## config.mk

```make
export PLATFORM = sky130hd
export DESIGN_NAME = ahb_lite_ram_bridge
export DESIGN_NICKNAME = d
export VERILOG_FILES = /design/src/rtl/ahb_lite_ram_bridge.sv
export SDC_FILE = /design/constraint.sdc
export NUM_CORES = 1
export LEC_CHECK = 0
export CAP_MARGIN = 0
export CORE_MARGIN = 10
export CORE_UTILIZATION = 25
export CTS_CLUSTER_SIZE = 25
export DETAILED_ROUTE_END_ITERATION = 8
export PLACE_DENSITY = 0.85
export REMOVE_ABC_BUFFERS = 1
export SLEW_MARGIN = 20
export SYNTH_ARGS = -nofsm -noshare
export SYNTH_HDL_FRONTEND = slang
export SYNTH_SLANG_ARGS = --single-unit
```

## constraint.sdc

```tcl
create_clock -name clk -period 2.1 [get_ports clk]
set_clock_uncertainty 0.1 [all_clocks]
set_input_delay 0.42 -clock clk [delete_from_list [all_inputs] [get_ports clk]]
set_output_delay 0.42 -clock clk [all_outputs]
set_load 0.01 [all_outputs]
```

## src/rtl/ahb_lite_ram_bridge.sv

```systemverilog
// AHB-Lite slave front-end driving a single-port-style RAM strobe interface.
// Writes finish with no wait state, reads with one, illegal transfers get a two-cycle ERROR.
module ahb_lite_ram_bridge #(
  parameter int unsigned           ADDR_WIDTH     = 32,
  parameter int unsigned           DATA_WIDTH     = 32,
  parameter int unsigned           RAM_ADDR_WIDTH = 8,
  parameter logic [ADDR_WIDTH-1:0] RAM_BASE       = '0
) (
  input  logic                      clk,
  input  logic                      rst,
  input  logic                      hsel,
  input  logic [ADDR_WIDTH-1:0]     haddr,
  input  logic [1:0]                htrans,
  input  logic                      hwrite,
  input  logic [2:0]                hsize,
  input  logic [DATA_WIDTH-1:0]     hwdata,
  input  logic                      hready,
  output logic                      hreadyout,
  output logic                      hresp,
  output logic [DATA_WIDTH-1:0]     hrdata,
  output logic                      wr_enb,
  output logic [RAM_ADDR_WIDTH-1:0] wr_addr,
  output logic [DATA_WIDTH-1:0]     wr_data,
  output logic                      rd_enb,
  output logic [RAM_ADDR_WIDTH-1:0] rd_addr,
  input  logic [DATA_WIDTH-1:0]     rd_data
);

  localparam int unsigned WORD_LSB  = 2;
  localparam int unsigned TAG_LSB   = RAM_ADDR_WIDTH + WORD_LSB;
  localparam logic [2:0]  SIZE_WORD = 3'b010;

  typedef enum logic [2:0] {
    S_IDLE,
    S_WR_DP,
    S_RD_ISSUE,
    S_RD_DATA,
    S_ERR1,
    S_ERR2
  } state_t;

  state_t                    r_state;
  logic                      r_hreadyout;
  logic                      r_hresp;
  logic                      r_wr_enb;
  logic                      r_rd_enb;
  logic [RAM_ADDR_WIDTH-1:0] r_wr_addr;
  logic [RAM_ADDR_WIDTH-1:0] r_rd_addr;

  logic                      w_can_accept;
  logic                      w_accept;
  logic                      w_aligned;
  logic                      w_in_range;
  logic                      w_legal;
  logic [RAM_ADDR_WIDTH-1:0] w_word;
  logic                      w_unused_htrans;

  // Only states that are completing (or idle) may take a new address phase.
  assign w_can_accept    = (r_state != S_RD_ISSUE) && (r_state != S_ERR1);
  assign w_accept        = hsel && htrans[1] && hready && w_can_accept;
  assign w_aligned       = (haddr[WORD_LSB-1:0] == '0);
  // RAM_BASE is aligned to the window size, so the window is a tag match on the upper bits.
  assign w_in_range      = (haddr[ADDR_WIDTH-1:TAG_LSB] == RAM_BASE[ADDR_WIDTH-1:TAG_LSB]);
  assign w_legal         = (hsize == SIZE_WORD) && w_aligned && w_in_range;
  assign w_word          = haddr[TAG_LSB-1:WORD_LSB];
  assign w_unused_htrans = htrans[0];

  // State and strobe registers; each registered output holds the value for the next state.
  always_ff @(posedge clk) begin
    if (rst) begin
      r_state     <= S_IDLE;
      r_hreadyout <= 1'b1;
      r_hresp     <= 1'b0;
      r_wr_enb    <= 1'b0;
      r_rd_enb    <= 1'b0;
      r_wr_addr   <= '0;
      r_rd_addr   <= '0;
    end else begin
      r_hreadyout <= 1'b1;
      r_hresp     <= 1'b0;
      r_wr_enb    <= 1'b0;
      r_rd_enb    <= 1'b0;
      case (r_state)
        S_RD_ISSUE: begin
          r_state <= S_RD_DATA;
        end
        S_ERR1: begin
          r_state <= S_ERR2;
          r_hresp <= 1'b1;
        end
        default: begin
          if (!w_accept) begin
            r_state <= S_IDLE;
          end else if (!w_legal) begin
            r_state     <= S_ERR1;
            r_hreadyout <= 1'b0;
            r_hresp     <= 1'b1;
          end else if (hwrite) begin
            r_state   <= S_WR_DP;
            r_wr_enb  <= 1'b1;
            r_wr_addr <= w_word;
          end else begin
            r_state     <= S_RD_ISSUE;
            r_hreadyout <= 1'b0;
            r_rd_enb    <= 1'b1;
            r_rd_addr   <= w_word;
          end
        end
      endcase
    end
  end

  assign hreadyout = r_hreadyout;
  assign hresp     = r_hresp;
  assign wr_enb    = r_wr_enb;
  assign wr_addr   = r_wr_addr;
  assign rd_enb    = r_rd_enb;
  assign rd_addr   = r_rd_addr;

  // Data buses pass straight through during their data phase, zero otherwise.
  assign wr_data = (r_state == S_WR_DP)   ? hwdata  : '0;
  assign hrdata  = (r_state == S_RD_DATA) ? rd_data : '0;

endmodule

```

==> results.yml <==
outcome:
  status: "finished clean"
grt:
  grt_overflow_total: 0
  grt_pass1_wl_um: 10560
  grtUsageTotal_pct: 14.58
  grt_pass1_vias: 1791
  grt_antenna_before_repair: 0
  grt_max_degree: 33
floorplanning:
  die_area_um2: 9127
  fp-row-count: 27
  start_util_pct: 25.90
  die_w_um: 95.54
  core_area_um2: 5507
  die_y_um: 95.54
  ios: 190
placement:
  dp_hpwl_um: 6643
  pre_cts_ws_ns: -0.3441
  gp_congestion: 0.8177
  place.port_buffers: 188
  dpl_cell_area_um2: 3490
  dp_cells: 429
synth:
  synth_area_leaders: "dfxtp_1, and2_1, mux2i_1, nand2b_1, nor4_2"
  ys.warnings.count: 0
  synth_cells: 166
  synth.largest_area_cell: "dfxtp_1"
  synth_cell_type_count: 27
  netlist_area_um2: 1426
  ys_seq_area_share_pct: 30.88
  synth.avg_cell_area_um2: 8.593
  ys_seq_elements: 22
  synth_top_area_share_pct: 30.88
pwr:
  switching_power_w: 0.0001945
  p_clk_share_pct: 26.3
  power.total_w: 0.0009493
  p_per_area_nw_per_um2: 265.0
  pwr-share-comb_pct: 29.3
  p_seq_share_pct: 44.4
  ir_worst_vdd_v: 0.0003054
  sw_frac_of_total_pct: 20.49
  p_int_w: 0.0007548
  p_leak_nw: 1.811
critical_path:
  cp_data_required_time_ns: 2.14
  reg2reg_depth: 7
  cp.arrival_ns: 2.11
  crit_chain: "clkdlybuf4s50_1 > nor4_2 > nand3_2 > or4_4 > mux2i_1"
  timing.rr.end: "wr_addr[4]$_SDFFE_PP0P_"
  end_kind: "flip-flop"
  slowest_stage: "or4_4"
  crit_cells: 5
  crit_family: "simple AND/OR/NAND/NOR gates"
  r2r_setup_slack_ns: 0.27
  worst_setup_path_start_kind: "primary input"
  crit_start: "haddr[19]"
  critical_path.max_stage_delay_ns: 0.63
  criticalPathCategory: "primary input to flip-flop"
  critPathBufInv: 1
  cp_max_fo: 7
  crit_end: "rd_addr[3]$_SDFFE_PP0P_"
  rr_startpoint: "r_state[2]$_SDFF_PP0_"
clock_network:
  clkTransAtPathRegs_ns: 0.07
  cts_buffer_depth: 2
  clock_latency_ns: 0.25
  postCtsHoldBufs: 0
  htree_num_levels: 1
  root_buffer: "clkbuf_8"
  numCtsBuffers: 3
  cts.sinks: 22
  cts_tree: "yes"
timing:
  slew_headroom_pct: 81.10
  slew_viol_final: 0
  hold_violations: 0
  tightest_slew_ns: 0.2832
  fin_ws_ns: 0.03371
  fin_crit_sh_pct: 98.39
  max_freq_mhz: 484.0
  setup_viol: 0
  layout_min_cycle_time_ns: 2.066
final_layout:
  final_cell_area_um2: 3582
  drive_above_1_share_pct: 10.25
  fin_cells: 433
  fin_nets: 469
  area_growth_pct: 151.1
  utilization_pct: 65.05
  diodes: 0
drt:
  wl_per_cell_um: 17.99
  postRouteAntennaNets: 0
  dr.pass1.iters: 4
  drtIter0Drc: 37
  drc: 0
  viasPerCell: 4.226
  vias: 1830
  wl_um: 7790
job:
  max_cap_violations: 0
min_path:
  hold_path_depth: 2
  min_path_type: "flip-flop to flip-flop"
==> power groups by stage <==
stage | logic (W) | clock network [W] | registers (W)
6_report | 0.000278 | 0.000250 | 0.000422
5_1_grt | 0.000295 | 0.000276 | 0.000422
4_1_cts | 0.000275 | 0.000261 | 0.000421
3_5_place_dp | 0.000281 | 0 | 0.000431
3_3_place_gp | 0.000277 | 0 | 0.000431
2_1_floorplan | 0.0000412 | 0 | 0.000432
==> state kept, by name, indices dropped and copies added (netlist names) <==
| name | flops |
|---|---|
| hreadyout | 1 |
| r_state | 3 |
| rd_addr | 8 |
| rd_enb | 1 |
| wr_addr | 8 |
| wr_enb | 1 |
==> Yosys cell counts, drive strengths merged <==
| master | count |
|---|---|
| and2 | 64 |
| nand2b | 24 |
| dfxtp | 22 |
| mux2i | 16 |
| clkbuf | 9 |
| nor4 | 7 |
| nor2 | 3 |
| a21oi | 2 |
| buf | 2 |
| or3b | 2 |
| and3 | 1 |
| and3b | 1 |
| inv | 1 |
| nand3 | 1 |
| nand4 | 1 |
| nor3 | 1 |
| nor3b | 1 |
| nor4b | 1 |
| nor4bb | 1 |
| o2111ai | 1 |
| o21ba | 1 |
| o21bai | 1 |
| o31ai | 1 |
| or4 | 1 |
| xnor2 | 1 |
==> routing by layer <==
layer	up-vias	part of all wire, %	global-route usage, %
met4	0	0.077	1.966
met5	-	0	0
met1	799	37	15.92
met2	97	52	26.47
li1	932	-	-
met3	2	11	5.813
==> cells in the final DEF (no fill, tap or decap), types with 4 or more instances in the layout <==
master | netlist | routed
nor4_2 | 3 | 4
dlygate4sd2_1 | 0 | 63
and2_1 | 64 | 64
dfxtp_1 | 22 | 19
dlymetal6s2s_1 | 0 | 15
mux2i_1 | 16 | 16
buf_4 | 0 | 10
clkdlybuf4s50_1 | 0 | 109
nand2b_1 | 24 | 24
==> stage by stage <==
step / TNS, ns / hold WS, ns
6_report: 0 / 0.3715
5_1_grt: -0.1015 / 0.3998
4_1_cts: 0 / 0.3784
3_5_place_dp: -5.306 / 0.3642
3_3_place_gp: -4.509 / 0.3598
2_1_floorplan: -13.14 / 0.3891
==> worst min-delay path by stage <==
stage / end / startpoint / slack, ns
after floorplan: r_state[1]$_SDFF_PP0_ / rst / 0.39
after global placement: wr_addr[5]$_SDFFE_PP0P_ / wr_addr[5]$_SDFFE_PP0P_ / 0.36
after detailed placement: wr_addr[7]$_SDFFE_PP0P_ / wr_addr[7]$_SDFFE_PP0P_ / 0.36
after CTS: wr_addr[7]$_SDFFE_PP0P_ / wr_addr[7]$_SDFFE_PP0P_ / 0.38
after global routing: wr_addr[7]$_SDFFE_PP0P_ / wr_addr[7]$_SDFFE_PP0P_ / 0.40
final: rd_addr[0]$_SDFFE_PP0P_ / rd_addr[0]$_SDFFE_PP0P_ / 0.37
==> final cells by class <==
| type | count | area (um2) |
|---|---|---|
| inverter | 1 | 3.754 |
| tap | 72 | 90.09 |
| clock buffer | 3 | 41.29 |
| timing repair buffer | 203 | 1989 |
| fill | 488 | 1924 |
| multi-input combinational | 132 | 1013 |
| sequential | 22 | 444.2 |
==> kinds of logic (layout without fill, tap and decap cells) <==
group                     Yosys count  count (layout)  share of synthesized area [%]
muxes                              16              16                          11.23
DFF                                22              22                          30.88
buffers and inverters              12             207                          3.771
AOI/OAI and AO/OA                   6               6                          3.071
xor gates and xnor gates            1               1                         0.6141
and+or+nand+nor                   109             109                          50.44
==> what timing repair did <==
action,4_1_cts,5_1_grt
pin swaps,6,9
setup endpoints to repair,78,43
resized for setup,69,28
setup buffers,0,2
==> tightest hold or removal path: stages (launching register included) <==
cell and delay (ns):
dfxtp_1 0.32, nand2b_1 0.06, mux2i_1 0.05
Note: power is estimated with default switching activity, not from simulation.
